**config.mk**
```make
export PLATFORM = sky130hd
export DESIGN_NAME = lcd_line_writer
export DESIGN_NICKNAME = d
export VERILOG_FILES = /design/src/rtl/bike_lcd_pkg.sv /design/src/rtl/lcd_line_writer.sv
export SDC_FILE = /design/constraint.sdc
export NUM_CORES = 1
export LEC_CHECK = 0
export CORE_MARGIN = 2
export CORE_UTILIZATION = 42
export CTS_CLUSTER_SIZE = 25
export DETAILED_ROUTE_END_ITERATION = 8
export GPL_TIMING_DRIVEN = 0
export PLACE_DENSITY = 0.6
export RECOVER_POWER = 50
export SYNTH_ARGS = -nofsm -noshare
export SYNTH_HDL_FRONTEND = slang
export SYNTH_SLANG_ARGS = --single-unit
export TNS_END_PERCENT = 30
```
**constraint.sdc**
```tcl
create_clock -name clock -period 9 [get_ports clock]
set_input_delay 2.25 -clock clock [delete_from_list [all_inputs] [get_ports clock]]
set_output_delay 2.25 -clock clock [all_outputs]
set_load 0.01 [all_outputs]
```
**src/rtl/bike_lcd_pkg.sv**
```systemverilog
// Shared definitions for the bike-computer LCD display path.
//   lcd_state_t    : line-writer sequencer states
//   LCD_SET_DDRAM  : HD44780-style "set DDRAM address" command base
//   RS_CMD/RS_DATA : register-select values for command / character bytes
//   FRAME_CHARS    : characters per frame (2 upper + 4 lower)
package bike_lcd_pkg;

    typedef enum logic [2:0] {
        IDLE  = 3'd0,
        LOAD  = 3'd1,
        U_CMD = 3'd2,
        U_CH  = 3'd3,
        L_CMD = 3'd4,
        L_CH  = 3'd5,
        DONE  = 3'd6
    } lcd_state_t;

    localparam logic [7:0]  LCD_SET_DDRAM = 8'h80;
    localparam logic        RS_CMD        = 1'b0;
    localparam logic        RS_DATA       = 1'b1;
    localparam int unsigned FRAME_CHARS   = 6;

    // Set-address command byte for a 7-bit DDRAM position.
    function automatic logic [7:0] ddram_cmd(input logic [6:0] pos);
        return LCD_SET_DDRAM | {1'b0, pos};
    endfunction

endpackage

```
**src/rtl/lcd_line_writer.sv**
```systemverilog
// Captures six-character ASCII frames from dual2ascii and writes them to the
// LCD as set-address commands plus character bytes over a valid/ready link.
// Lines unchanged since their last write are skipped; one frame arriving
// while busy is held in a pending buffer.
//
// Ports:
//   clock, reset          : system clock, asynchronous active-high reset
//   valid_out             : frame-valid pulse from dual2ascii
//   upper10, upper01      : upper-line characters, left to right
//   lower1000..lower0001  : lower-line characters, left to right
//   lcd_data, lcd_rs      : byte to LCD driver, 0 = command / 1 = character
//   lcd_valid, lcd_ready  : byte handshake
//   busy                  : sequencer not idle
//   frame_done            : one-cycle pulse at end of each accepted frame
//   overrun               : one-cycle pulse when a buffered frame is dropped
module lcd_line_writer
    import bike_lcd_pkg::*;
#(
    parameter logic [6:0] UPPER_POS = 7'h0E,
    parameter logic [6:0] LOWER_POS = 7'h4C
) (
    input  logic       clock,
    input  logic       reset,
    input  logic       valid_out,
    input  logic [7:0] upper10,
    input  logic [7:0] upper01,
    input  logic [7:0] lower1000,
    input  logic [7:0] lower0100,
    input  logic [7:0] lower0010,
    input  logic [7:0] lower0001,
    output logic [7:0] lcd_data,
    output logic       lcd_rs,
    output logic       lcd_valid,
    input  logic       lcd_ready,
    output logic       busy,
    output logic       frame_done,
    output logic       overrun
);

    localparam logic [7:0] CMD_UPPER = ddram_cmd(UPPER_POS);
    localparam logic [7:0] CMD_LOWER = ddram_cmd(LOWER_POS);

    lcd_state_t  state;
    logic [7:0]  frame_in [FRAME_CHARS];
    logic [7:0]  shadow   [FRAME_CHARS];
    logic [7:0]  pend_buf [FRAME_CHARS];
    logic        pending;
    logic        force_all;
    logic        dirty_l;
    logic [1:0]  char_idx;
    logic [15:0] last_u;
    logic [31:0] last_l;
    logic        load_dirty_u;
    logic        load_dirty_l;
    logic        accepted;

    always_comb begin
        frame_in[0] = upper10;
        frame_in[1] = upper01;
        frame_in[2] = lower1000;
        frame_in[3] = lower0100;
        frame_in[4] = lower0010;
        frame_in[5] = lower0001;
    end

    assign load_dirty_u = force_all || ({shadow[0], shadow[1]} != last_u);
    assign load_dirty_l = force_all ||
                          ({shadow[2], shadow[3], shadow[4], shadow[5]} != last_l);
    assign accepted     = lcd_valid && lcd_ready;
    assign busy         = (state != IDLE);

    // Outputs are loaded on the transition into the state that offers them,
    // so each byte is presented in the first cycle of its state and the next
    // byte follows immediately after an accepted transfer.
    always_ff @(posedge clock or posedge reset) begin
        if (reset) begin
            state      <= IDLE;
            lcd_data   <= '0;
            lcd_rs     <= RS_CMD;
            lcd_valid  <= 1'b0;
            frame_done <= 1'b0;
            overrun    <= 1'b0;
            pending    <= 1'b0;
            force_all  <= 1'b1;
            dirty_l    <= 1'b0;
            char_idx   <= '0;
            last_u     <= '0;
            last_l     <= '0;
            for (int unsigned i = 0; i < FRAME_CHARS; i++) begin
                shadow[i]   <= '0;
                pend_buf[i] <= '0;
            end
        end else begin
            overrun <= 1'b0;

            if (state != IDLE && valid_out) begin
                pend_buf <= frame_in;
                pending  <= 1'b1;
                overrun  <= pending;
            end

            case (state)
                IDLE: begin
                    // A fresh input frame takes priority over the buffered one.
                    if (valid_out) begin
                        shadow  <= frame_in;
                        overrun <= pending;
                        pending <= 1'b0;
                        state   <= LOAD;
                    end else if (pending) begin
                        shadow  <= pend_buf;
                        pending <= 1'b0;
                        state   <= LOAD;
                    end
                end

                LOAD: begin
                    dirty_l <= load_dirty_l;
                    if (load_dirty_u) begin
                        state     <= U_CMD;
                        lcd_valid <= 1'b1;
                        lcd_rs    <= RS_CMD;
                        lcd_data  <= CMD_UPPER;
                    end else if (load_dirty_l) begin
                        state     <= L_CMD;
                        lcd_valid <= 1'b1;
                        lcd_rs    <= RS_CMD;
                        lcd_data  <= CMD_LOWER;
                    end else begin
                        state      <= DONE;
                        frame_done <= 1'b1;
                    end
                end

                U_CMD: begin
                    if (accepted) begin
                        state    <= U_CH;
                        char_idx <= '0;
                        lcd_rs   <= RS_DATA;
                        lcd_data <= shadow[0];
                    end
                end

                U_CH: begin
                    if (accepted) begin
                        if (char_idx == 2'd1) begin
                            last_u <= {shadow[0], shadow[1]};
                            if (dirty_l) begin
                                state    <= L_CMD;
                                lcd_rs   <= RS_CMD;
                                lcd_data <= CMD_LOWER;
                            end else begin
                                state      <= DONE;
                                lcd_valid  <= 1'b0;
                                frame_done <= 1'b1;
                            end
                        end else begin
                            char_idx <= char_idx + 2'd1;
                            lcd_data <= shadow[1];
                        end
                    end
                end

                L_CMD: begin
                    if (accepted) begin
                        state    <= L_CH;
                        char_idx <= '0;
                        lcd_rs   <= RS_DATA;
                        lcd_data <= shadow[2];
                    end
                end

                L_CH: begin
                    if (accepted) begin
                        if (char_idx == 2'd3) begin
                            last_l     <= {shadow[2], shadow[3], shadow[4], shadow[5]};
                            state      <= DONE;
                            lcd_valid  <= 1'b0;
                            frame_done <= 1'b1;
                        end else begin
                            char_idx <= char_idx + 2'd1;
                            lcd_data <= shadow[3'd3 + {1'b0, char_idx}];
                        end
                    end
                end

                DONE: begin
                    frame_done <= 1'b0;
                    force_all  <= 1'b0;
                    state      <= IDLE;
                end

                default: state <= IDLE;
            endcase
        end
    end

endmodule

```
==> flow_summary_export.csv <==
group,metric,value,unit
timing,hold_violations,0,
power_and_ir_drop,power_frac_seq,0.492,
synthesis,synth_edf_count,0,
floorplan,io_pins,65,
cells_and_area,synthToLayoutAreaGrowth,18.8,%
cells_and_area,final_common_cell,"dfrtp_1",
global_route,grt.overflow.total,0,
timing,drv_slew,46,
worst_setup_path,crit_fanout,10,
routing,via_per_inst,5.50,
global_route,grt_pass1_vias,5734,
floorplan,num_rows,50,
synthesis,synth_top_area_frac,0.513,
synthesis,netlist-cell-type-count,53,
timing,max_slew.worst_pin.slew,2100,ps
power_and_ir_drop,swShare,0.244,
synthesis,syn_avg_cell_area,12.0,um^2
global_route,antenna_found_initial,0,
routing,first_pass_iters,4,
worst_setup_path,cp-end-kind,"primary output",
timing,skew,8.31,ps
global_route,grtUsageTotal,0.202,
routing,wl_per_cell,19.1,um
cts,insertion_delay,430,ps
cells_and_area,finish.utilization,0.506,
synthesis,ys_async_sr_fraction,1.00,
synthesis,syn_area,7940,um^2
synthesis,syn_inst,662,
job,maxCapViolations,1,
floorplan,core,18600,um^2
synthesis,ys_seq_area_frac,0.517,
cts,cts_tree,"yes",
floorplan,die_w,142,um
routing,antenna_left,0,
global_route,grt_pass1_wl,31.0,mm
power_and_ir_drop,finalPower,0.00164,W
global_route,grt_max_degree,120,
cells_and_area,antenna_cells,0,
timing,fin_crit,4280,ps
synthesis,yosys-top-cells-area,"dfrtp_1 51%, mux2_2 14%, mux2i_1 7.7%",
routing,wl_met3,933,um
cells_and_area,final_cell_mix,"163 x dfrtp_1, 96 x mux2_2, 67 x nor2_1",
hold_path,hp-class,"reg -> reg",
power_and_ir_drop,internal-power,0.00124,W
timing,fmax,233,MHz
cells_and_area,layout-drive-gt1-share,0.217,
power_and_ir_drop,p_per_area,174,nW/um^2
power_and_ir_drop,power.switching,0.000401,W
synthesis,ys_seq_elements,164,
timing,setup_viol,0,
routing,drt_iter0_drc,396,
worst_setup_path,cp.required,6750,ps
synthesis,ys.flop_type,"dfrtp_1",
worst_setup_path,crit_path_start_kind,"flip-flop",
timing,slew_headroom,-0.409,
synthesis,yosys_warnings,0,
cts,cts_max_level,4,
synthesis,synth_nets,717,
cts,cts_root_buffer,"clkbuf_16",
floorplan,die_h,142,um
routing,wirelength_met1,8.77,mm
floorplan,die_area,20000,um^2
cts,post_cts_resized,0,
cts,clk_pin_slew,60,ps
timing,finalSetupTns,0,ps
routing,vias,5450,
power_and_ir_drop,p_clk_frac,0.423,
cts,postCtsSetupBuffers,0,
worst_setup_path,arrival,2030,ps
run_status,status,"finished with violations",
power_and_ir_drop,p_leak,4.32,nW
placed_design,routabilityCongestion,0.908,
timing,period_share,0.476,
floorplan,initial_utilization,0.426,
cells_and_area,final_nets,800,
routing,wl_met2,8.87,mm
placed_design,dpl.hpwl,13.8,mm
placed_design,port_buffers,63,
cells_and_area,fillCellCount,1675,
power_and_ir_drop,combPwrFrac,0.085,
cts,clock_sinks,164,
routing,route.detailed.drc,0,
power_and_ir_drop,ir_drop,0.139,mV
timing,rsz0062_at_grt,"no",
cts,ctsHoldBuffers,0,
run_status,violations,"capacitance limit, slew limit",
routing,route.top_layer_used,"met4",
worst_setup_path,crit_type,"reg -> out",
synthesis,yosysTopAreaCell,"dfrtp_1",
cts,cts_buffers,17,
routing,wirelength,18.9,mm
cts,cts_buffer_depth,2,
==> path summary, 6_finish.rpt <==
check,startpoint,to,slack (ps),depth (start not counted)
min in group asynchronous,reset,pend_buf[13]$_DFFE_PP0P_,2840,2
setup / recovery,state[2]$_DFFE_PP0P_,busy,4720,4
setup reg to reg,char_idx[0]$_DFFE_PP0P_,lcd_data[7]$_DFFE_PP0P_,5850,10
max in group asynchronous,reset,shadow[31]$_DFFE_PP0P_,4830,3
hold / removal,pend_buf[47]$_DFFE_PP0P_,pend_buf[47]$_DFFE_PP0P_,500,1
hold reg to reg,pend_buf[47]$_DFFE_PP0P_,pend_buf[47]$_DFFE_PP0P_,500,1
==> critical path, cell delays in order, from the launching register on <==
cell	delay, ps
dfrtp_1	370
buf_2	180
or3_1	320
clkbuf_1	210
clkdlybuf4s50_1	530
==> per-stage QoR <==
| step | worst slack [ps] | hold slack, ps | instance area, um^2 | cells |
|---|---|---|---|---|
| after floorplan | 2320 | 471 | 7940 | 662 |
| after global placement | 212 | 485 | 8870 | 959 |
| after detailed placement | 4580 | 492 | 8900 | 960 |
| after CTS | 4710 | 507 | 9460 | 991 |
| after global routing | 4530 | 512 | 9440 | 991 |
| final | 4720 | 502 | 9440 | 991 |
==> synth_stat cells (4+ instances only) <==
cell type,count
a21oi_1,61
a22oi_1,4
buf_2,18
clkbuf_1,16
dfrtp_1,163
inv_1,7
mux2_2,96
mux2_4,4
mux2i_1,61
mux4_2,7
nand2_1,16
nand4_1,4
nor2_1,67
nor3_1,5
nor4_1,9
o21ai_0,13
o22ai_1,6
xnor2_1,7
xor2_1,41
==> layout make-up <==
| cell class | count | area [um^2] | area share |
|---|---|---|---|
| plain buffers | 39 | 173 | 0.0183 |
| inverters | 7 | 27.5 | 0.00292 |
| multi-input cells | 452 | 3620 | 0.384 |
| repair buffers | 64 | 658 | 0.0697 |
| clock buffers | 21 | 460 | 0.0488 |
| clock inverters | 10 | 98.8 | 0.0105 |
| flip-flops and latches | 164 | 4110 | 0.435 |
| well taps | 234 | 293 | 0.0310 |
==> registers in the layout, indices dropped and copies added, names as in the netlist, 2 cells and up <==
signal / count
shadow: 48
lcd_data: 8
char_idx: 2
state: 3
last_u: 16
pend_buf: 48
last_l: 32
==> power by group through the flow <==
stage               sequential (W)  clock (W)  combinational, W
finish                    0.000808   0.000695          0.000140
global route              0.000813   0.000742          0.000157
CTS                       0.000808   0.000710          0.000144
detailed placement        0.000821          0          0.000144
global placement          0.000819          0          0.000137
floorplan                 0.000807          0         0.0000919
==> kinds of logic (layout without fill, tap and decap cells) <==
group | after synthesis | in the layout | synth area share
flops | 164 | 164 | 0.517
xor+xnor | 48 | 48 | 0.0529
simple gates | 123 | 123 | 0.0723
fa+ha+maj | 3 | 3 | 0.00473
compound gates | 108 | 108 | 0.0827
buf+inv | 46 | 141 | 0.0255
mux | 170 | 170 | 0.245
==> metal layers <==
layer,GRT usage,vias to the layer above
li1,-,2539
met1,0.282,2729
met2,0.318,156
met3,0.0371,26
met4,0.0726,0
met5,0,-
Note: power is estimated with default switching activity, not from simulation.
